--- src/rtl/i2s_mstr_tx.sv ---
// I2S master transmitter: divides clk down to the bit clock and serialises 24-bit
// left/right pairs from a one-deep holding buffer, 64 sclk per frame, MSB first.
module i2s_mstr_tx #(
  parameter int SCLK_DIV = 8,
  parameter int DATA_W   = 24
) (
  input  logic                     clk,
  input  logic                     rst,
  input  logic signed [DATA_W-1:0] lft_smpl,
  input  logic signed [DATA_W-1:0] rght_smpl,
  input  logic                     smpl_vld,
  output logic                     smpl_rdy,
  output logic                     I2S_sclk,
  output logic                     I2S_ws,
  output logic                     I2S_data,
  output logic                     frm_strt,
  output logic                     underrun
);

  localparam int DIV_W = (SCLK_DIV > 1) ? $clog2(SCLK_DIV) : 1;
  localparam logic [DIV_W-1:0] DIV_TC = DIV_W'(SCLK_DIV - 1);
  localparam int PAD_W = 32 - DATA_W;

  logic [DIV_W-1:0]         div_cnt;
  logic                     div_tc;
  logic                     fall_evt;
  logic [5:0]               bit_pos;
  logic [5:0]               bit_pos_nxt;
  logic                     frm_load;
  logic                     buf_full;
  logic                     smpl_acc;
  logic signed [DATA_W-1:0] buf_lft;
  logic signed [DATA_W-1:0] buf_rght;
  logic [63:0]              frm_sr;
  logic [63:0]              load_word;

  // Word select is high for the right slot, asserted one bit ahead of its MSB.
  function automatic logic ws_at(input logic [5:0] p);
    return (p >= 6'd31) && (p <= 6'd62);
  endfunction

  // Whole-frame bit sequence: each word is left-justified in its 32-bit slot.
  function automatic logic [63:0] pack_frame(input logic signed [DATA_W-1:0] l,
                                             input logic signed [DATA_W-1:0] r);
    return {l, {PAD_W{1'b0}}, r, {PAD_W{1'b0}}};
  endfunction

  assign div_tc      = (div_cnt == DIV_TC);
  assign fall_evt    = div_tc & I2S_sclk;
  assign bit_pos_nxt = bit_pos + 6'd1;
  assign frm_load    = fall_evt & (bit_pos == 6'd63);
  assign smpl_rdy    = ~buf_full;
  assign smpl_acc    = smpl_vld & ~buf_full;
  assign load_word   = buf_full ? pack_frame(buf_lft, buf_rght) : 64'd0;

  // Bit clock generation: free-running from reset, no enable.
  always_ff @(posedge clk) begin
    if (rst) begin
      div_cnt  <= '0;
      I2S_sclk <= 1'b0;
    end else if (div_tc) begin
      div_cnt  <= '0;
      I2S_sclk <= ~I2S_sclk;
    end else begin
      div_cnt  <= div_cnt + DIV_W'(1);
    end
  end

  // Serial side: everything the receiver sees changes only on sclk falls.
  always_ff @(posedge clk) begin
    if (rst) begin
      bit_pos  <= 6'd63;
      I2S_ws   <= 1'b0;
      I2S_data <= 1'b0;
      frm_strt <= 1'b0;
      underrun <= 1'b0;
      frm_sr   <= '0;
    end else begin
      frm_strt <= 1'b0;
      underrun <= 1'b0;
      if (fall_evt) begin
        bit_pos <= bit_pos_nxt;
        I2S_ws  <= ws_at(bit_pos_nxt);
        if (frm_load) begin
          // The MSB goes out in the load cycle itself, so it bypasses the register.
          frm_strt <= 1'b1;
          underrun <= ~buf_full;
          I2S_data <= load_word[63];
          frm_sr   <= {load_word[62:0], 1'b0};
        end else begin
          I2S_data <= frm_sr[63];
          frm_sr   <= {frm_sr[62:0], 1'b0};
        end
      end
    end
  end

  // Holding buffer: a pair captured during an underrunning load waits for the next frame.
  always_ff @(posedge clk) begin
    if (rst) begin
      buf_full <= 1'b0;
      buf_lft  <= '0;
      buf_rght <= '0;
    end else if (frm_load && buf_full) begin
      buf_full <= 1'b0;
    end else if (smpl_acc) begin
      buf_full <= 1'b1;
      buf_lft  <= lft_smpl;
      buf_rght <= rght_smpl;
    end
  end

endmodule

--- config.mk ---
export PLATFORM = sky130hd
export DESIGN_NAME = i2s_mstr_tx
export DESIGN_NICKNAME = d
export VERILOG_FILES = /design/src/rtl/i2s_mstr_tx.sv
export SDC_FILE = /design/constraint.sdc
export NUM_CORES = 1
export LEC_CHECK = 0
export ABC_AREA = 0
export CAP_MARGIN = 15
export CORE_MARGIN = 1
export CORE_UTILIZATION = 40
export CTS_CLUSTER_DIAMETER = 30
export DETAILED_ROUTE_END_ITERATION = 12
export SLEW_MARGIN = 25
export SYNTH_ARGS = -nofsm -noshare
export SYNTH_HDL_FRONTEND = slang
export SYNTH_SLANG_ARGS = --single-unit
--- constraint.sdc ---
create_clock -name clk -period 2.1 [get_ports clk]
set_input_delay 0.42 -clock clk [delete_from_list [all_inputs] [get_ports clk]]
set_output_delay 0.42 -clock clk [all_outputs]
set_load 0.01 [all_outputs]
==> results of run 1 <==
-- registers in the layout (all words and copies together) (netlist names) --
name,count
I2S_ws,1
bit_pos,6
buf_lft,24
I2S_data,1
I2S_sclk,1
div_cnt,3
frm_sr,55
buf_full,1
buf_rght,24
frm_strt,1
underrun,1
-- stage by stage --
step	cells	utilization (%)	total power, W
2_1_floorplan	590	-	0.00253
3_3_place_gp	746	47.3	0.00268
3_5_place_dp	746	47.3	0.00269
4_1_cts	775	52.1	0.00540
5_1_grt	775	52.1	0.00554
6_report	775	52.1	0.00534
-- kinds of logic (layout without fill, tap and decap cells) --
family | count (synthesis) | after routing | synth area share [%]
fa+ha+maj | 5 | 5 | 1.31
xor+xnor | 6 | 6 | 1.10
simple gates | 291 | 291 | 26.6
buf+inv | 58 | 100 | 5.60
flops | 118 | 118 | 49.5
compound gates | 112 | 112 | 16.0
-- worst register-to-register path, stage by stage (launching register included) --
cell	delay, ps
dfxtp_1	460
ha_1	310
and3_2	240
buf_12	240
nand3_1	170
a311oi_1	330
-- per-layer routing --
metal	vias to the layer above	routed length [um]	part of all wire (%)
met5	-	0	0
li1	2095	-	-
met1	1927	5190	49
met3	16	297	2.8
met4	0	203	1.9
met2	56	4930	46
-- power groups by stage --
stage,Clock [W],Sequential [W],Combinational [W]
2_1_floorplan,0,0.00237,0.000163
3_3_place_gp,0,0.00238,0.000304
3_5_place_dp,0,0.00238,0.000310
4_1_cts,0.00276,0.00233,0.000312
5_1_grt,0.00286,0.00234,0.000345
6_report,0.00270,0.00233,0.000308
-- cells in the final DEF, fill, tap and decap left out, drive strengths merged, types with 4 or more instances in the layout --
| master | netlist | routed |
|---|---|---|
| dfxtp | 118 | 118 |
| inv | 4 | 4 |
| clkbuf | 33 | 25 |
| nor2 | 52 | 52 |
| clkdlybuf4s50 | 0 | 55 |
| a311oi | 48 | 48 |
| nand2 | 158 | 158 |
| buf | 21 | 12 |
| a21oi | 57 | 57 |
| nand3 | 58 | 58 |
| ha | 5 | 5 |
| nand2b | 5 | 5 |
-- worst max-delay path by stage --
stage / startpoint / endpoint / slack, ps
after global routing: bit_pos[0] / frm_sr[48] / 110
after floorplan: div_cnt[0] / frm_sr[25] / 410
after detailed placement: bit_pos[0] / frm_sr[17] / 310
after CTS: I2S_sclk / I2S_sclk / 240
after global placement: bit_pos[0] / frm_sr[32] / 410
final: bit_pos[0] / frm_sr[15] / 260
-- area by class of cell --
| class | count | area, um^2 |
|---|---|---|
| flip-flops and latches | 118 | 2360 |
| inverters | 4 | 15.0 |
| fillers | 1086 | 5510 |
| multi-input cells | 414 | 2170 |
| well taps | 143 | 179 |
| repair buffers | 67 | 728 |
| clock inverters | 4 | 45.0 |
| clock buffers | 25 | 505 |
==> key figures, run 1 <==
Status
  – Outcome: complete, but fails checks
  – Failing checks: design-rule violations

Synthesis
  – Count leader, synth: nand2_1
  – Post-synth cell types: 36
  – Prevailing post-synth register cell: dfxtp_1
  – Cell accounting for the most synthesized area: dfxtp_1
  – Commonest cells post-synth: 158 x nand2_1, 118 x dfxtp_1, 57 x a21oi_1
  – Synth warn: 0
  – Register area share after synthesis: 49.4%
  – EDFF count, synth: 0
  – Yosys top cell area share: 49.4%
  – Synth Register Bits: 118
  – Async SR Flop Fraction: 0%
  – Top cells by area, synth: dfxtp_1 49%, nand2_1 12%, a311oi_1 8.8%
  – Mean Syn Cell Area: 8.10 um^2
  – Mapped Nets: 646
  – Post-Synthesis Cells: 590
  – Netlist Area Pre-Place: 4780 um^2

Setup path
  – R2R Setup Slk: 260 ps
  – WP depth: 5
  – Worst Reg-to-Reg Cells: 5
  – CP delay by family, top: flip-flops
  – Reg2reg end: frm_sr[15]
  – Crit path kind: register to register
  – Slowest cell on the critical path: dfxtp_1
  – CP endpoint kind: register
  – Crit path required time: 2410 ps
  – Critical Path Start Type: register
  – R2r startpoint: bit_pos[0]
  – CP peak stage delay: 460 ps
  – Crit path cell chain: ha_1, and3_2, buf_12, nand3_1, a311oi_1
  – Crit path buf inv count: 1
  – CP Max Fanout: 49
  – Crit path DAT: 2150 ps

CTS
  – CTS tree: done
  – Clk pin slew, worst setup/hold paths: 50 ps
  – H-tree depth: 4
  – Post_cts resized: 0
  – Root buffer cell: clkbuf_16
  – Clk Latency, worst-skew pair: 410 ps
  – Total CTS buffers: 17
  – Bufs on Longest Clock Path: 2
  – Post-CTS setup buffer count: 0
  – # clock sinks: 118
  – CTS Hold Bufs: 0

Pwr
  – Peak VDD IR: 0.453 mV
  – Lkg Pwr: 1.99 nW
  – Power Density: 890 nW/um^2
  – Clock power share: 50.6%
  – Switching Power: 0.00113 W
  – Sequential fraction of design power: 43.7%
  – Internal power: 0.00421 W
  – Sw frac: 21.2%
  – Combinational Power Share: 5.8%

STA
  – Final Skew: 8.18 ps
  – Fin. max-slew vios: 0
  – RSZ-0062 raised after global routing: false
  – Post-layout min period: 1840 ps
  – Peak Freq: 542 MHz
  – Setup TNS: 0 ps
  – Final Setup Violations: 0
  – Post-layout worst setup margin: 255 ps
  – Hold slack final: 426 ps
  – Max_slew headroom: 59.9%
  – Period utilisation layout: 87.9%
  – Worst-margin pin slew: 602 ps
  – Final hold vios: 0

Worst hold path
  – Hold Path End: div_cnt[0]
  – Hold Path Class: register to register
  – Hold wc startpoint: div_cnt[0]
  – Hold path cells: 1

Floorplan
  – Die height: 111 um
  – Row cnt: 39
  – Chip Width: 111 um
  – IO Pins: 57
  – Die Footprint: 12400 um^2
  – Core Region: 11500 um^2
  – Starting Density: 41.5%

Drt
  – DRT Wirelength: 10600 um
  – DR vias: 4094
  – DR WL/cell: 13.7 um
  – Iter 0 DRT Violations: 194
  – DRC errors left: 8
  – Post-route ant nets: 0
  – TritonRoute pass-1 iters: 8
  – DR vias/cell: 5.28

Cells and area
  – # nets final: 678
  – Layout cells sized above 1: 8.23%
  – Non-Filler Cell Area, Final: 6000 um^2
  – N_diodes: 0
  – Layout area overhead: 25.6%

Placed design
  – Post-DP HPWL: 6300 um
  – Dpl cell area: 5450 um^2
  – Placer Congestion: 0.685
  – IO Port Bufs: 56
  – Pre-CTS setup slack: 313 ps

Global route
  – GR Util met2: 30.5%
  – First-pass GRT wire length: 18400 um
  – Initial antenna violation count: 0
  – Met1 Use GR: 22.6%
  – Global route hottest layer: met2
  – Vias in the first global route: 3976
  – Met3 GRT Util: 4.65%
  – Remaining Overflow, GRT: 0
  – Total GRT Usage: 18.6%
  – Largest net degree at the start of global routing: 66

Run
  – MaxCap Viol Count: 0
No activity file was read; power rests on OpenSTA's default activity.
==> run 2: changes to the inputs <==
CORE_MARGIN = unset   (was 1)
CTS_CLUSTER_SIZE = 20   (was unset)
==> results of run 2 <==
Same layout as run 1: the final DEF is identical, and so are final timing and power.
